## config.mk

```make
export PLATFORM = sky130hd
export DESIGN_NAME = blake_round_sequencer
export DESIGN_NICKNAME = d
export VERILOG_FILES = /design/src/rtl/blake_pkg.sv /design/src/rtl/blake_sigma_decode.sv /design/src/rtl/blake_round_sequencer.sv
export SDC_FILE = /design/constraint.sdc
export NUM_CORES = 1
export LEC_CHECK = 0
export CORE_MARGIN = 1.5
export CORE_UTILIZATION = 30
export DETAILED_ROUTE_END_ITERATION = 8
export GPL_TIMING_DRIVEN = 0
export SLEW_MARGIN = 15
export SYNTH_ARGS = -nofsm -noshare
export SYNTH_HDL_FRONTEND = slang
export SYNTH_SLANG_ARGS = --single-unit
```

## constraint.sdc

```tcl
create_clock -name i_clk -period 2.7 [get_ports i_clk]
set_input_delay 0.405 -clock i_clk [delete_from_list [all_inputs] [get_ports i_clk]]
set_output_delay 0.405 -clock i_clk [all_outputs]
set_load 0.02 [all_outputs]
```

## src/rtl/blake_pkg.sv

```systemverilog
// Shared constants for the BLAKE round sequencer: SIGMA permutation table,
// round count and sequencer state encoding.
package blake_pkg;

  localparam int unsigned BLAKE512_ROUNDS = 16;

  localparam logic [1:0] S_IDLE = 2'd0;
  localparam logic [1:0] S_RUN  = 2'd1;
  localparam logic [1:0] S_FIN  = 2'd2;

  typedef enum logic [1:0] {
    ST_IDLE = S_IDLE,
    ST_RUN  = S_RUN,
    ST_FIN  = S_FIN
  } seq_state_e;

  // Each row packs sigma[r][0..15] as 4-bit nibbles, sigma[r][i] at bits [4i+3:4i].
  localparam logic [63:0] SIGMA [10] = '{
    64'hFEDC_BA98_7654_3210,
    64'h357B_20C1_6DF9_84AE,
    64'h4917_63EA_DF25_0C8B,
    64'h8F04_A562_EBCD_1397,
    64'hD386_CB1E_FA42_7509,
    64'h91EF_57D4_38B0_A6C2,
    64'hB829_3670_A4DE_F15C,
    64'hA268_4F05_931C_E7BD,
    64'h5A41_7D2C_803B_9EF6,
    64'h0DC3_E9BF_5167_482A
  };

  // Rows 10..15 cannot occur; they fall back to row 0 so the decode stays total.
  function automatic logic [63:0] sigma_row_get(input logic [3:0] row);
    logic [63:0] val;
    val = SIGMA[0];
    if (row < 4'd10) val = SIGMA[row];
    return val;
  endfunction

endpackage

```

## src/rtl/blake_sigma_decode.sv

```systemverilog
// Combinational map from (sigma_row, step) to the eight message-word indices
// used by the four G functions active in that half-round.
module blake_sigma_decode
  import blake_pkg::*;
(
  input  logic [3:0]  i_sigma_row,
  input  logic        i_step,
  output logic [31:0] o_msg_idx
);

  logic [63:0] w_row;
  logic [31:0] w_half;

  // Pick the column or diagonal half of the row, then place sigma[2j] in the
  // upper nibble and sigma[2j+1] in the lower nibble of each G byte.
  always_comb begin
    w_row     = sigma_row_get(i_sigma_row);
    w_half    = i_step ? w_row[63:32] : w_row[31:0];
    o_msg_idx = '0;
    for (int k = 0; k < 4; k++) begin
      o_msg_idx[8*k+4 +: 4] = w_half[8*k +: 4];
      o_msg_idx[8*k +: 4]   = w_half[8*k+4 +: 4];
    end
  end

endmodule

```

## src/rtl/blake_round_sequencer.sv

```systemverilog
// BLAKE round sequencer: responds to the core controller's init_round /
// round_ing handshake, walks round/step/sigma_row and reports count_done and
// a finalisation pulse. Optional protocol checker enabled by the macro
// BLAKE_SEQ_PROTO_CHK_EN (adds o_proto_err).
module blake_round_sequencer
  import blake_pkg::*;
#(
  parameter int unsigned NROUNDS = BLAKE512_ROUNDS,
  parameter int unsigned RIDX_W  = 4
) (
  input  logic              i_clk,
  input  logic              i_rst,
  input  logic              i_init_round,
  input  logic              i_round_ing,
  output logic              o_count_done,
  output logic [RIDX_W-1:0] o_round_idx,
  output logic              o_step,
  output logic [3:0]        o_sigma_row,
  output logic [31:0]       o_msg_idx,
  output logic              o_fin_pulse
`ifdef BLAKE_SEQ_PROTO_CHK_EN
  ,
  output logic              o_proto_err
`endif
);

  seq_state_e        r_state;
  logic [RIDX_W-1:0] r_round_idx;
  logic              r_step;
  logic [3:0]        r_sigma_row;
  logic              r_fin_pulse;
  logic              w_count_done;

  // Last step of the last round, while the controller is actively rounding.
  always_comb begin
    w_count_done = (r_state == ST_RUN) && i_round_ing &&
                   (r_round_idx == RIDX_W'(NROUNDS - 1)) && r_step;
  end

  // Sequencer FSM with round/step/sigma counters; init_round restarts from any state.
  always_ff @(posedge i_clk or posedge i_rst) begin
    if (i_rst) begin
      r_state     <= ST_IDLE;
      r_round_idx <= '0;
      r_step      <= 1'b0;
      r_sigma_row <= 4'd0;
      r_fin_pulse <= 1'b0;
    end else begin
      r_fin_pulse <= 1'b0;
      if (i_init_round) begin
        r_state     <= ST_RUN;
        r_round_idx <= '0;
        r_step      <= 1'b0;
        r_sigma_row <= 4'd0;
      end else begin
        case (r_state)
          ST_IDLE: begin
            r_state <= ST_IDLE;
          end
          ST_RUN: begin
            if (i_round_ing) begin
              if (w_count_done) begin
                // Counters stay parked at the terminal value until next init_round.
                r_state     <= ST_FIN;
                r_fin_pulse <= 1'b1;
              end else begin
                r_step <= ~r_step;
                if (r_step) begin
                  r_round_idx <= r_round_idx + RIDX_W'(1);
                  r_sigma_row <= (r_sigma_row == 4'd9) ? 4'd0 : r_sigma_row + 4'd1;
                end
              end
            end
          end
          ST_FIN: begin
            r_state <= ST_IDLE;
          end
          default: begin
            r_state <= ST_IDLE;
          end
        endcase
      end
    end
  end

`ifdef BLAKE_SEQ_PROTO_CHK_EN
  logic r_proto_err;

  // Sticky flag for handshake violations; only reset clears it.
  always_ff @(posedge i_clk or posedge i_rst) begin
    if (i_rst) begin
      r_proto_err <= 1'b0;
    end else if ((r_state == ST_IDLE && i_round_ing && !i_init_round) ||
                 (r_state == ST_RUN && i_init_round) ||
                 (r_state == ST_FIN && i_round_ing)) begin
      r_proto_err <= 1'b1;
    end
  end

  assign o_proto_err = r_proto_err;
`endif

  blake_sigma_decode u_sigma_decode (
    .i_sigma_row (r_sigma_row),
    .i_step      (r_step),
    .o_msg_idx   (o_msg_idx)
  );

  assign o_count_done = w_count_done;
  assign o_round_idx  = r_round_idx;
  assign o_step       = r_step;
  assign o_sigma_row  = r_sigma_row;
  assign o_fin_pulse  = r_fin_pulse;

endmodule

```

; After elaboration in Yosys (flattened, before gate mapping)
; Memory sizes are Yosys's and may differ from the RTL's.
; Index checks and enable logic that the tools add are counted.
[classes]
n_addsub = 2
reduce_logical = 9
mux = 27
bitwise = 2
n_lt_le_gt_ge = 2
eq_ne = 6
[ops]
columns = operator, count
row1 = $mux W64, 3
row2 = $mux W4, 11
row3 = $mux W32, 1
row4 = $add A4 B1 Y4 const B, 2
row5 = $eq A4 B4 Y1 const B, 2
row6 = $mux W1, 8
row7 = $mux W2, 4
row8 = $ne A3 B3 Y1 const B, 2
row9 = $reduce_bool A2 Y1, 3
row10 = $ge A5 B5 Y1 const B, 1
row11 = $not A4 Y5, 1
row12 = $lt A4 B4 Y1 const B, 1
row13 = $reduce_and A4 Y1, 1
row14 = $logic_and A1 B1 Y1, 3
row15 = $reduce_and A3 Y1, 1
row16 = $eq A2 B1 Y1 const B, 1
row17 = $ne A2 B2 Y1 const B, 1
row18 = $reduce_and A2 Y1, 1
row19 = $not A1 Y1, 1
[word_totals]
register_bits = 12
rom_bits = 1024
mem_count = 1
[memory_table]
columns = memory, depth, word_bits, rd, rd_ports_with_merged_regs, write_ports, line_no
row1 = (no name shown), 16, 64, 1, 0, 0, blake_pkg.sv:35  ; if (row < 4'd10) val = SIGMA[row];

; Depth between registers and ports, before layout
[logic_depth]
depth_word = 8
ltp_mapped = 9
depth_no_buf = 6

; Hierarchy
; From an unflattened synthesis, not the netlist that was laid out.
[unflattened]
cells_unflattened = 275
area_unflattened_um2 = 1890.6
[modules_own_cells]
columns = mod, seq_area_each_um2, instances, area_per_inst_um2, cells_each
row1 = blake_sigma_decode, 0.0, 1, 1270.0, 215
row2 = blake_round_sequencer, 300.3, 1, 620.6, 60

; Least setup slack after synthesis
; OpenSTA, ideal clock, no wires.
[synth_path]
path_type = reg2out
startpoint = register r_sigma_row[1], in the netlist o_sigma_row[1]
endpoint = output port o_msg_idx[18]
slack_ns = 0.209
arrival_ns = 2.086
stages_incl_launch_ff = 10
cell_sequence = dfrtp_1 > buf_6 > buf_2 > inv_1 > ha_1 > buf_2 > or3b_1 > a31o_1 > a21oi_2 > nor2_1
[synth_between]
elab_chain_cells = 6
[synth_rtl]
columns = item, line_no
row1 = from (decl), blake_round_sequencer.sv:30  ; logic [3:0] r_sigma_row;
row2 = from (signal assigned), blake_round_sequencer.sv:70  ; r_sigma_row <= (r_sigma_row == 4'd9) ? 4'd0 : r_sigma_row + 4'd1;
row3 = $not A4 Y5 (not written as such), blake_pkg.sv:35
row4 = $mem_v2 Z16 W64, -
row5 = $mux W64 (not written as such) (2 in a row), blake_pkg.sv:35
row6 = $mux W64 *, blake_pkg.sv:35
row7 = $mux W32 *, blake_sigma_decode.sv:18  ; w_half = i_step ? w_row[63:32] : w_row[31:0];
row8 = to (decl), blake_round_sequencer.sv:19  ; output logic [31:0] o_msg_idx,
; Mark *: on every way between the ends. The rest lies on a longest branch, timed or not. The select of a mux whose other input is x is not followed.

; Final worst setup path
; Same ends and word-level chain as after synthesis.

==> metrics.txt <==
fin. max-slew vios=0; crit path DAT=2.26 ns; Initial Utilization=0.316; Pwr Density=294 mW/mm²; Syn Nets=approximately 270; layout cells sized above 1=0.190; CTS tree=built; Synth Area in Compound Gates=0.336; Die Span X=79.7 µm; clk_lat worst skew=0.24 ns; DP Wirelength=about 4.7 mm; Crit path depth=10; largest family of logic cells by synthesized area=compound AO/OA/AOI/OAI gates; worst setup path class=flop to output pin; dpl cells=approximately 370; Synth area leader=dfrtp_1; Mean Syn Cell Area=roughly 7.0 µm²; cell area after synthesis=roughly 0.0018 mm²; grt ovf=0; die height=approximately 80 µm; cells on worst reg2reg path=8; Synth area leaders=dfrtp_1 17%, ha_1 9.2%, a21oi_1 9.1%; Post-synth EDFFs=0; Tcrit/Tclk final=0.988; CP startpoint kind=flop; clk slew on worst S/H paths=0.05 ns; Synth Area in XOR/XNOR=0.0149; maximum vdd ir drop=approximately 0.33 mV; initial antenna violation count=0; boundary pin count=between 40 and 50; Area Overhead vs Synth=41.1%; FILL cells=between 500 and 600; drt pass-1 iters=5; Inserted Clock Buffers=3; RSZ-0062 raised after global routing=yes; post-place setup slack=-0.488 ns; GRT Util Overall=0.215; Yosys warnings=0; clk_skew=between 0.0006 and 0.0007 ns; CTS max path bufs=2; Crit path largest cell delay=~0.39 ns; global-route wire length before repair=between 10 and 15 mm; hold crit path type=primary input to asynchronous set/reset pin; cells after synthesis=about 250; Worst Tran Pin Value=just under 0.6 ns; CP endpoint kind=output pin; num rows=27; Buf/Inv on CP=5; Setup TNS=0 ns; core area=approximately 0.0056 mm²; final worst slack=0.0322 ns; FMAX=about 370 MHz; Layout Nets=328; Worst path top cell family by delay=buffers and inverters; vias in the first global route=around 2100; status=finished, final reports clean; Port-buffer cells=46; H-tree lvl count=1; number of hold buffers added after cts=0; Pleak=0.00106 µW; placed inst area=roughly 0.0023 mm²; post-route insts no fill=382; post-layout utilization of the core=0.446; drt wl/cell=between 15 and 20 µm; n_diodes=0; Antenna Nets Post-Route=0; Distinct cells, synth=53; clk root buf=clkbuf_8; Synth Area in Simple Gates=0.269; #FFs+latches synth=12; First DRT Iteration DRCs=427; vias=2273; CP required=2.30 ns; Vias/cell=just under 6; Crit path top cell by count=buf_6; mux share of post-synthesis cell area=0.0177; area fraction of the dominant cell type after synthesis=0.170; largest net degree at the start of global routing=13; DRC viols=0; max cap viols=0; min cycle time layout=2.67 ns; CTS sink count=12; Primary FF master, synth=dfrtp_1; CP max stage cell=or3b_4; Max-slew headroom=0.610; Die ar.=roughly 0.0063 mm²; Final Cell Area=approximately 0.0025 mm²; adder-cell share of the synthesized area=0.0923; Setup-failing EPs final=0; Placer Congestion=0.956; CP cell instances=buf_6 -> buf_8 -> clkinvlp_4 -> ha_2 -> buf_6 -> or3b_4 -> a31o_1 -> a21oi_2 -> nor2_1 -> buf_2; crit-path max FO=9; drt total wl=approximately 6.9 mm; sequential element share of the synthesized area=0.170; cell with the most instances after synthesis=a21oi_1; async set-reset flop share out of synthesis=1.00; Final Hold Vio Count=0; Post-synth top cells=32 x a21oi_1, 29 x o21ai_0, 19 x nand2_1, 19 x nor2_1, 17 x buf_2
what timing repair did:
item	4_1_cts	5_1_grt
buffers inserted	6	3
pin swaps	1	1
setup endpoints to repair	32	15
gates cloned	0	0
resized for setup	51	20
area by class of cell:
cell class	count	area (µm²)	area share
buffer	23	161	0.0649
clock buffer	4	55.1	0.0221
inverter	11	48.8	0.0196
multi-input combinational	205	1330	0.535
sequential	12	304	0.122
tap	72	90.1	0.0362
timing repair buffer	55	498	0.200
state kept, by name, indices dropped and copies added (netlist names):
name,flops
o_fin_pulse,1
o_sigma_row,4
o_round_idx,4
o_step,1
r_state,2
cells in the final DEF, fill, tap and decap left out, types with 2 or more instances in the layout:
cell              n
nand3_1          10
clkbuf_2          2
nor2_1           17
ha_2              2
clkbuf_8          4
a311o_1           2
nand2_1          19
ha_1              9
o21ai_1           2
a31oi_1           6
mux2i_1           2
buf_4            11
nand2b_1         12
a21oi_1          32
nor3_1           10
dlygate4sd2_1    20
clkdlybuf4s15_1   2
ha_4              2
xnor2_1           3
inv_1             8
clkinvlp_4        2
a21o_1            2
clkdlybuf4s50_1  14
dfrtp_1           9
buf_6             5
dfrtp_2           3
a211oi_1          2
o22ai_1           6
buf_2            14
nor2b_1           7
nor2_2            2
dlymetal6s2s_1    6
o21ai_0          28
final timing paths:
path,from,endpoint,slack (ns)
setup / recovery,o_sigma_row[1],o_msg_idx[18],0.03
hold / removal,i_rst,o_sigma_row[3],0.48
setup reg to reg,o_sigma_row[1],o_sigma_row[3],1.04
hold reg to reg,o_round_idx[1],o_round_idx[1],0.59
max in group asynchronous,i_rst,o_sigma_row[2],1.88
min in group i_clk,o_round_idx[1],o_round_idx[1],0.59
cell families after synthesis:
kind of cell | count (synthesis)
simple gates | 88
compound gates | 98
fa+ha+maj | 13
mux | 3
flops | 12
xor+xnor | 3
buf+inv | 34
stage by stage:
step / hold WS [ns] / total power [µW]
after CTS: 0.494 / 728
after global placement: 0.574 / 545
after floorplan: 0.270 / 399
after detailed placement: 0.579 / 544
after global routing: 0.517 / 766
final: 0.476 / 731
power by group:
group,internal (µW),total (µW),switching [µW]
Combinational,137,346,209
Clock,129,196,66.9
Sequential,184,189,5.10
Total,450,731,281
routing by layer:
layer	part of all wire	wire (µm)	GRT usage	vias to the layer above
li1	-	-	-	1019
met1	0.43	2920	0.289	1037
met2	0.42	2880	0.331	184
met3	0.12	800	0.0503	33
met4	0.036	249	0.0842	0
met5	0	0	0	-
Note: power is estimated with default switching activity, not from simulation.
